===== src/rtl/vga_stream_timing_gen.sv =====
// VGA timing generator: parametrised h/v timing, pixel-clock divider, valid/ready pixel stream input.
// Optional colour-bar test pattern is compiled in when VGA_TEST_PATTERN_EN is defined.
module vga_stream_timing_gen #(
  parameter int COLOR_BITS = 1,
  parameter int CLK_DIV    = 1,
  parameter int H_ACTIVE   = 800,
  parameter int H_FP       = 40,
  parameter int H_SYNC     = 48,
  parameter int H_BP       = 40,
  parameter int V_ACTIVE   = 480,
  parameter int V_FP       = 13,
  parameter int V_SYNC     = 3,
  parameter int V_BP       = 29,
  parameter bit HSYNC_POL  = 1'b0,
  parameter bit VSYNC_POL  = 1'b0,
  parameter logic [3*COLOR_BITS-1:0] UF_COLOR = '0
) (
  input  logic                      CLOCK_50,
  input  logic                      KEY,
`ifdef VGA_TEST_PATTERN_EN
  input  logic                      test_mode,
`endif
  input  logic [3*COLOR_BITS-1:0]   pix_data,
  input  logic                      pix_valid,
  output logic                      pix_ready,
  output logic                      frame_start,
  output logic [15:0]               underflow_cnt,
  output logic [COLOR_BITS-1:0]     VGA_RED,
  output logic [COLOR_BITS-1:0]     VGA_GREEN,
  output logic [COLOR_BITS-1:0]     VGA_BLUE,
  output logic                      VGA_HSYNC,
  output logic                      VGA_VSYNC
);

  localparam int CW       = 3 * COLOR_BITS;
  localparam int H_TOTAL  = H_ACTIVE + H_FP + H_SYNC + H_BP;
  localparam int V_TOTAL  = V_ACTIVE + V_FP + V_SYNC + V_BP;
  localparam int HW       = $clog2(H_TOTAL);
  localparam int VW       = $clog2(V_TOTAL);
  localparam int DW       = (CLK_DIV > 1) ? $clog2(CLK_DIV) : 1;
  localparam int HS_START = H_ACTIVE + H_FP;
  localparam int HS_END   = HS_START + H_SYNC;
  localparam int VS_START = V_ACTIVE + V_FP;
  localparam int VS_END   = VS_START + V_SYNC;

  localparam logic [DW-1:0] DIV_LAST = DW'(CLK_DIV - 1);
  localparam logic [HW-1:0] H_LAST   = HW'(H_TOTAL - 1);
  localparam logic [VW-1:0] V_LAST   = VW'(V_TOTAL - 1);

  logic [DW-1:0] div_q, div_d;
  logic [HW-1:0] h_q, h_d;
  logic [VW-1:0] v_q, v_d;
  logic [CW-1:0] rgb_q, rgb_d;
  logic          hsync_q, hsync_d;
  logic          vsync_q, vsync_d;
  logic          frame_start_q, frame_start_d;
  logic [15:0]   uf_q, uf_d;

  logic          tick, active, hs_on, vs_on, fs_tick;
  logic          test_eff;
  logic [CW-1:0] bar_rgb;
  int            h_i, v_i;

  always_comb begin
    h_i     = int'(h_q);
    v_i     = int'(v_q);
    tick    = (div_q == DIV_LAST);
    active  = (h_i < H_ACTIVE) && (v_i < V_ACTIVE);
    hs_on   = (h_i >= HS_START) && (h_i < HS_END);
    vs_on   = (v_i >= VS_START) && (v_i < VS_END);
    fs_tick = tick && (h_q == '0) && (v_q == '0);
  end

`ifdef VGA_TEST_PATTERN_EN
  localparam int BAR_W = (H_ACTIVE >= 8) ? (H_ACTIVE / 8) : 1;

  logic       test_q, test_d;
  logic [2:0] bar;
  int         bar_i;

  // test_mode is only sampled at the (0,0) tick so a frame is never half pattern.
  always_comb begin
    test_d   = fs_tick ? test_mode : test_q;
    test_eff = test_d;
    bar_i    = h_i / BAR_W;
    if (bar_i > 7) bar_i = 7;
    bar      = 3'(bar_i);
    bar_rgb  = {{COLOR_BITS{bar[2]}}, {COLOR_BITS{bar[1]}}, {COLOR_BITS{bar[0]}}};
  end
`else
  assign test_eff = 1'b0;
  assign bar_rgb  = '0;
`endif

  assign pix_ready = tick && active && KEY && !test_eff;

  always_comb begin
    div_d         = div_q;
    h_d           = h_q;
    v_d           = v_q;
    rgb_d         = rgb_q;
    hsync_d       = hsync_q;
    vsync_d       = vsync_q;
    frame_start_d = 1'b0;
    uf_d          = uf_q;

    if (tick) begin
      div_d = '0;
      if (h_q == H_LAST) begin
        h_d = '0;
        v_d = (v_q == V_LAST) ? '0 : v_q + VW'(1);
      end else begin
        h_d = h_q + HW'(1);
      end

      // Outputs capture the current position, so they lag the counters by one tick.
      hsync_d       = hs_on ? HSYNC_POL : ~HSYNC_POL;
      vsync_d       = vs_on ? VSYNC_POL : ~VSYNC_POL;
      frame_start_d = fs_tick;
      if (!active) begin
        rgb_d = '0;
      end else if (test_eff) begin
        rgb_d = bar_rgb;
      end else if (pix_valid) begin
        rgb_d = pix_data;
      end else begin
        rgb_d = UF_COLOR;
        if (uf_q != 16'hFFFF) uf_d = uf_q + 16'd1;
      end
    end else begin
      div_d = div_q + DW'(1);
    end
  end

  always_ff @(posedge CLOCK_50) begin
    if (!KEY) begin
      div_q         <= '0;
      h_q           <= '0;
      v_q           <= '0;
      rgb_q         <= '0;
      hsync_q       <= ~HSYNC_POL;
      vsync_q       <= ~VSYNC_POL;
      frame_start_q <= 1'b0;
      uf_q          <= '0;
`ifdef VGA_TEST_PATTERN_EN
      test_q        <= 1'b0;
`endif
    end else begin
      div_q         <= div_d;
      h_q           <= h_d;
      v_q           <= v_d;
      rgb_q         <= rgb_d;
      hsync_q       <= hsync_d;
      vsync_q       <= vsync_d;
      frame_start_q <= frame_start_d;
      uf_q          <= uf_d;
`ifdef VGA_TEST_PATTERN_EN
      test_q        <= test_d;
`endif
    end
  end

  assign VGA_RED       = rgb_q[CW-1 -: COLOR_BITS];
  assign VGA_GREEN     = rgb_q[2*COLOR_BITS-1 -: COLOR_BITS];
  assign VGA_BLUE      = rgb_q[COLOR_BITS-1:0];
  assign VGA_HSYNC     = hsync_q;
  assign VGA_VSYNC     = vsync_q;
  assign frame_start   = frame_start_q;
  assign underflow_cnt = uf_q;

endmodule


===== config.mk =====
export PLATFORM = sky130hd
export DESIGN_NAME = vga_stream_timing_gen
export DESIGN_NICKNAME = d
export VERILOG_FILES = /design/src/rtl/vga_stream_timing_gen.sv
export SDC_FILE = /design/constraint.sdc
export NUM_CORES = 1
export LEC_CHECK = 0
export ABC_CLOCK_PERIOD_IN_PS = 2850
export BUFFER_PORTS_ARGS = -buffer_cell sky130_fd_sc_hd__buf_2
export CAP_MARGIN = 25
export CORE_ASPECT_RATIO = 1.4
export CORE_MARGIN = 10
export CORE_UTILIZATION = 40
export DETAILED_ROUTE_END_ITERATION = 7
export HOLD_SLACK_MARGIN = 0.06
export PLACE_DENSITY_LB_ADDON = 0.25
export SYNTH_ARGS = -nofsm -noshare
export SYNTH_HDL_FRONTEND = slang
export SYNTH_SLANG_ARGS = --single-unit

===== constraint.sdc =====
create_clock -name CLOCK_50 -period 2.85 [get_ports CLOCK_50]
set_clock_uncertainty 0.15 [all_clocks]
set_input_delay 0.1425 -clock CLOCK_50 [delete_from_list [all_inputs] [get_ports CLOCK_50]]
set_output_delay 0.1425 -clock CLOCK_50 [all_outputs]
set_load 0.01 [all_outputs]

* Word-level counts from Yosys, hierarchy flattened
Index checks and enable logic that the tools add are counted.
Cells by class: shift operators 0, $add $sub $neg 4, $lt $le $gt $ge 6, bitwise operators 3, divide/modulo/power cells 0, equal/unequal tests 3, reductions and logical operators 13, multiplexer cells 6, $mul 0
Operators by type and width (count):
- adder 10 x 1 -> 10 bit (second input constant) | 2
- == test 10 bit (second input constant) | 2
- zero test 10 bit | 2
- less-than comparator 10 bit (second input constant) | 2
- less-than comparator 10 x 9 -> 1 bit (second input constant) | 2
- 2-to-1 mux 10 bit | 2
- adder 16 x 1 -> 16 bit (second input constant) | 1
- inequality test 16 bit (second input constant) | 1
- greater-or-equal comparator 10 bit (second input constant) | 1
- greater-or-equal comparator 10 x 9 -> 1 bit (second input constant) | 1
- logical AND 1 bit | 7
- 2-to-1 mux 3 bit | 2
- AND reduction 2 bit | 2
- AND reduction 4 bit | 1
- inverter 1 bit | 3
- 2-to-1 mux 1 bit | 2
- OR reduction 2 bit | 1
- adder 1 bit (second input constant) | 1
Storage, ports and cells: memories kept 0, register bits 43, output and inout port bits 23, memory bits (read-only) 0, latch bits 0, bits in writable memories 0, bits of input ports 6

* Logic depth before layout (Yosys ltp)
Gate-level depths: netlist (run 1).
depth in word-level cells 4, depth in mapped cells 7, gate-level depth less buffers 6

* Worst setup path after synthesis (run 1)
No wires, ideal clock.
kind reg2reg, start point register uf_q[0] (netlist: underflow_cnt[0]), end point register uf_q[9] (netlist: underflow_cnt[9]), buffers on the path 1, stages on the path, launching flop included 7, setup slack 0.912 ns, required time 2.630 ns, arrival time 1.717 ns, path through dfxtp_1 -> ha_1 -> and3_1 -> and4_1 -> clkbuf_1 -> or4_1 -> a21oi_1
Between the ends: word-level cells in the longest chain between the ends 2
RTL lines:
- start: declaration | RTL line 57 | logic [15:0] uf_q, uf_d;
- start signal: assignment | RTL line 156 | uf_q <= uf_d;
- parallel branches: the longest is 2 deep, another holds adder 16 x 1 -> 16 bit
Several ways; the timed one is not identified. A chain may end at the register's enable or synchronous reset.

* Final worst setup path (run 1)
start point register uf_q[0] (netlist: underflow_cnt[0]), end point register uf_q[11] (netlist: underflow_cnt[11])
Same word-level chain as after synthesis.

==> results of run 1 <==
-- area by class of cell --
class                           instances  area (sq um)
Clock inverter                          1          5.00
Fill cell                             559          2950
Timing Repair Buffer                   32           180
Tap cell                               68          85.1
Clock buffer                            6          82.6
Sequential cell                        43           861
Inverter                               13          48.8
Multi-Input combinational cell        182          1230
-- path summary, 6_finish.rpt --
check / to / slack (ns) / from / cells after the start
setup / recovery: underflow_cnt[11] / 0.60 / underflow_cnt[0] / 5
hold / removal: rgb_q[0] / 0.17 / pix_valid / 3
setup reg to reg: underflow_cnt[11] / 0.60 / underflow_cnt[0] / 5
hold reg to reg: VGA_VSYNC / 0.34 / VGA_VSYNC / 1
-- flip-flops by register name, indices dropped and copies added (netlist names) --
register       flops
VGA_HSYNC          1
VGA_VSYNC          1
div_q              1
frame_start        1
h_q               10
rgb_q              3
underflow_cnt     16
v_q               10
-- metal layers --
| layer | wire, um | vias to the layer above |
|---|---|---|
| met5 | 0 | - |
| met4 | 58 | 0 |
| met3 | 195 | 8 |
| met2 | 2480 | 33 |
| met1 | 2300 | 926 |
| li1 | - | 988 |
-- report_power, final --
group	switching [mW]	leakage (nW)	internal [mW]
Sequential	0.00877	0.348	0.608
Clock	0.197	0.0470	0.190
Combinational	0.0350	0.504	0.0238
Total	0.241	0.899	0.822
-- logic make-up (layout without fill, tap and decap cells) --
kind of cell               after synthesis  count (layout)  share of synthesized area, %
DFF                                     43              43                          39.0
AOI/OAI and AO/OA                       53              53                          16.3
other                                    1               1                         0.170
xor gates and xnor gates                11              11                          4.36
and+or+nand+nor                        107             107                          29.7
buffers and inverters                   25              52                          5.15
muxes                                    3               3                          1.36
adders and majority gates                7               7                          3.96
-- per-stage QoR --
| step | util, % | std cells | cell area [sq um] | total power [mW] |
|---|---|---|---|---|
| 2_1_floorplan | - | 250 | 2210 | 0.666 |
| 3_3_place_gp | 43.5 | 334 | 2370 | 0.685 |
| 3_5_place_dp | 43.5 | 334 | 2370 | 0.686 |
| 4_1_cts | 45.9 | 345 | 2500 | 1.08 |
| 5_1_grt | 45.9 | 345 | 2500 | 1.12 |
| 6_report | 45.9 | 345 | 2500 | 1.06 |
-- repair_timing --
action / 4_1_cts / 5_1_grt
endpoints found under the hold margin: 4 / 0
buffers inserted: 0 / 0
hold buffers: 4 / 0
-- synth_stat cells (all sizes together), types with 6 or more instances --
master  number  area share, %
nand3       17            4.4
o31ai       13            4.4
a21oi       20            4.5
and4         7            2.8
nor4         6            1.7
xor2         8            3.2
nor2        13            2.2
or4         14            4.9
dfxtp       43             39
nand2       12            2.0
ha           7            4.0
inv         13            2.2
nand4       11            3.4
buf          8            2.3
or3          6            1.9
o21ai        8            2.0
-- worst max-delay path: cells and delay by family, from the launching register on --
| kind | cells | cell delay, ns |
|---|---|---|
| and+or+nand+nor | 3 | 1.26 |
| DFF | 1 | 0.36 |
| adders and majority gates | 1 | 0.23 |
| AOI/OAI and AO/OA | 1 | 0.16 |
==> flow_summary.ini, run 1 <==
[outcome]
status = completed

[die]
floorplan.initialDensity_pct = 40.6
die_y_um = 108
core-area_sq_mm = 0.00545
die_area_sq_mm = 0.00894
rows = 32
die_width_um = 82.8
ios = 29

[clocking]
insertion_delay_ns = 0.29
cts_buffer_depth = 2
cts-htree-levels = 2
clock-sinks = 43
cts.clk_slew.worst_paths_ns = 0.08
cts_buffers = 5
cts_root_buffer = clkbuf_8
cts_tree = done
cts_resized = 0

[timing]
rsz0062_at_grt = no
min_period_over_period_pct = 78.8
period_needed_ns = 2.25
fmax_ghz = 0.445
hold_violations = 0
setup_slack_ns = 0.604
worst_pin_slew_ns = 0.794
setup_viol = 0
tns_ns = 0
slew_violations = 0
slew_headroom_pct = 47.1
whs_ns = 0.169

[global_route]
grt_max_degree = 30
grt_pass1_vias = 1879
use_met3_pct = 2.93
grt_usage_pct = 11.2
use_met1_pct = 12.9
grtUsageMet2_pct = 19.4
globalRouteOverflowTotal = 0
grt-busiest-layer = met2
grt_pass1_wl_um = 8710
grt_antenna_before_repair = 0

[yosys]
synth.distinct_cells = 45
syn_avg_cell_area_sq_um = 8.84
synth_ff_type = dfxtp_1
ys_warn_count = 0
netlist_instances = 250
ys_seq_area_share_pct = 39.0
netlist_area_sq_mm = 0.00221
syn_nets = 263
synth_edf_count = 0
synth-async-reset-ratio_pct = 0
ys_ff_latch = 43

[layout]
nets = 290
layout_common_cells = dfxtp_1 (43), buf_2 (28), a21oi_1 (20)
area_growth_pct = 13.0
final_common_cell = dfxtp_1
drive_above_1_share_pct = 14.8
diodes = 0

[placed_design]
hpwl_um = 3670
io_buffers = 28
place_ws_ns = 0.596
place.gp.congestion = 0.772

[route]
first_iter_violations = 74
ant_nets = 0
drcViolationCount = 0
wirelength_um = 5040
firstDrtPassIters = 4
routedWlPerCell_um = 14.6
vias = 1955
post_drt_via_cell_ratio = 5.67

[critical_path]
required_ns = 2.92
crit_chain = ha_1 > and3_1 > and4_1 > or4_1 > a21oi_1
critPathCaptureType = register
critPathSlowestCell = or4_1
arrival_ns = 2.32
slowest_delay_ns = 0.56
crit_type = reg -> reg
path_max_fanout = 29
cp-start-kind = register

[flow_run]
drv_cap = 0

[worst_hold_path]
hp-class = in -> reg

[pwr]
powerDensity_mw_per_mm2 = 426
vdd_drop_max_uv = 182
power_leakage_nw = 0.899
No activity file was read; power rests on OpenSTA's default activity.
==> inputs of run 2 (changes only) <==
ABC_CLOCK_PERIOD_IN_PS = 2200   (was 2850)
clock period = 2.2 ns   (was 2.85 ns; I/O delays follow)
==> run 2 against run 1 <==
Total power grew 32%. Hold slack worse by 0.057 ns. Combinational power increased by 45%. First-iteration DRC count down 30%. Utilization up 2.3 points. Critical endpoint unchanged. Wire length is 5.4% higher. Sequential share of layout area is 1.6 points lower. Fmax grew 8.2%. Sequential power is 29% higher. Flip-flop and latch count did not move. Clock-buffer cell count unchanged.
==> flow_summary.ini, run 2 (synthesized netlist as in run 1, its figures left out) <==
[global_route]
globalRouteOverflowTotal = 0
grt_max_degree = 28
grt_pass1_wl_um = 9090
grt_usage_pct = 12.0
grt_pass1_vias = 1830
grt_antenna_before_repair = 0

[clocking]
cts-htree-levels = 2
cts_buffers = 5
cts_tree = done
insertion_delay_ns = 0.30
cts.clk_slew.worst_paths_ns = 0.08
cts_root_buffer = clkbuf_8
clock-sinks = 43
cts_buffer_depth = 2

[placed_design]
place_area_sq_mm = 0.00247
io_buffers = 28
dp_cells = 346
place.gp.congestion = 0.778
place_ws_ns = 0.110
hpwl_um = 3790

[timing]
setup_viol = 0
tns_ns = 0
slew_headroom_pct = 67.0
rsz0062_at_grt = no
slew_violations = 0
fmax_ghz = 0.482
whs_ns = 0.112
hold_violations = 0
period_needed_ns = 2.08
min_period_over_period_pct = 94.4
worst_pin_slew_ns = 0.491
setup_slack_ns = 0.123

[outcome]
status = completed

[worst_hold_path]
hp-class = in -> reg
worstHoldStart = pix_valid

[critical_path]
required_ns = 2.28
path_max_fanout = 24
crit_type = reg -> reg
critPathCaptureType = register
crit_start = underflow_cnt[0]
crit_chain = ha_1 > and3_1 > and4_1 > buf_12 > or4_1 > a21oi_1
r2r_start = underflow_cnt[0]
critPathSlowestCell = or4_1
cp-start-kind = register
slowest_delay_ns = 0.46
arrival_ns = 2.15

[layout]
fin_cells = 360
ff_latch_area_sq_um = 863
area_growth_pct = 18.8
largest_reg_flops = 16
diodes = 0
nets = 305
multi_input_area_sq_mm = 0.00123
final_common_cell = dfxtp_1
fillers = 551
stdcell_area_sq_mm = 0.00263
layout_common_cells = dfxtp_1 (41), buf_2 (28), a21oi_1 (20)
final_util_pct = 48.2
drive_above_1_share_pct = 19.9

[route]
firstDrtPassIters = 4
routedWlPerCell_um = 14.7
vias = 2016
drcViolationCount = 0
first_iter_violations = 52
wirelength_um = 5310
ant_nets = 0
post_drt_via_cell_ratio = 5.60

[flow_run]
drv_cap = 0

[pwr]
total_power_mw = 1.40
powerDensity_mw_per_mm2 = 535
power_leakage_nw = 0.977
vdd_drop_max_uv = 362

[die]
floorplan.initialDensity_pct = 40.6
die_y_um = 108
rows = 32
core-area_sq_mm = 0.00545
die_area_sq_mm = 0.00894
die_width_um = 82.8
ios = 29
run 2: what timing repair did:
action | in CTS | in global routing
buffers inserted | 0 | 3
endpoints found under the setup margin | 0 | 2
hold endpoints to repair | 5 | 0
resized for setup | 0 | 2
hold buffers | 4 | 0
run 2: final timing paths:
kind	endpoint	slack, ns	depth (start not counted)
max	underflow_cnt[11]	0.12	6
min	rgb_q[1]	0.11	3
max reg2reg	underflow_cnt[11]	0.12	6
min reg2reg	VGA_VSYNC	0.33	1
run 2: worst max-delay path: cells and delay by family, from the launching register on:
kind | cells | cell delay [ns]
buffers and inverters | 1 | 0.18
AND/OR/NAND/NOR | 3 | 0.94
flip-flops | 1 | 0.35
AO/OA/AOI/OAI | 1 | 0.15
adder cells (fa/ha/maj) | 1 | 0.23
run 2: where the power goes:
| part | internal, mW | total [mW] | leakage, nW | switching [mW] |
|---|---|---|---|---|
| Combinational | 0.0360 | 0.0850 | 0.581 | 0.0490 |
| Sequential | 0.788 | 0.798 | 0.349 | 0.00918 |
| Clock | 0.247 | 0.521 | 0.0470 | 0.274 |
run 2: layout make-up:
class,count,share of cell area (%)
multi-input cells,182,47.0
flip-flops and latches,43,32.9
repair buffers,47,11.6
well taps,68,3.24
clock buffers,6,3.15
inverters,13,1.86
clock inverters,1,0.191
run 2: layer usage:
layer	share of wire, %	routed length [um]	up-vias	track usage [%]
met2	49	2620	38	20.4
met5	0	0	-	0
met3	4.8	255	6	3.46
met1	45	2370	954	14.2
li1	-	-	1018	-
met4	1.2	64	0	4.15
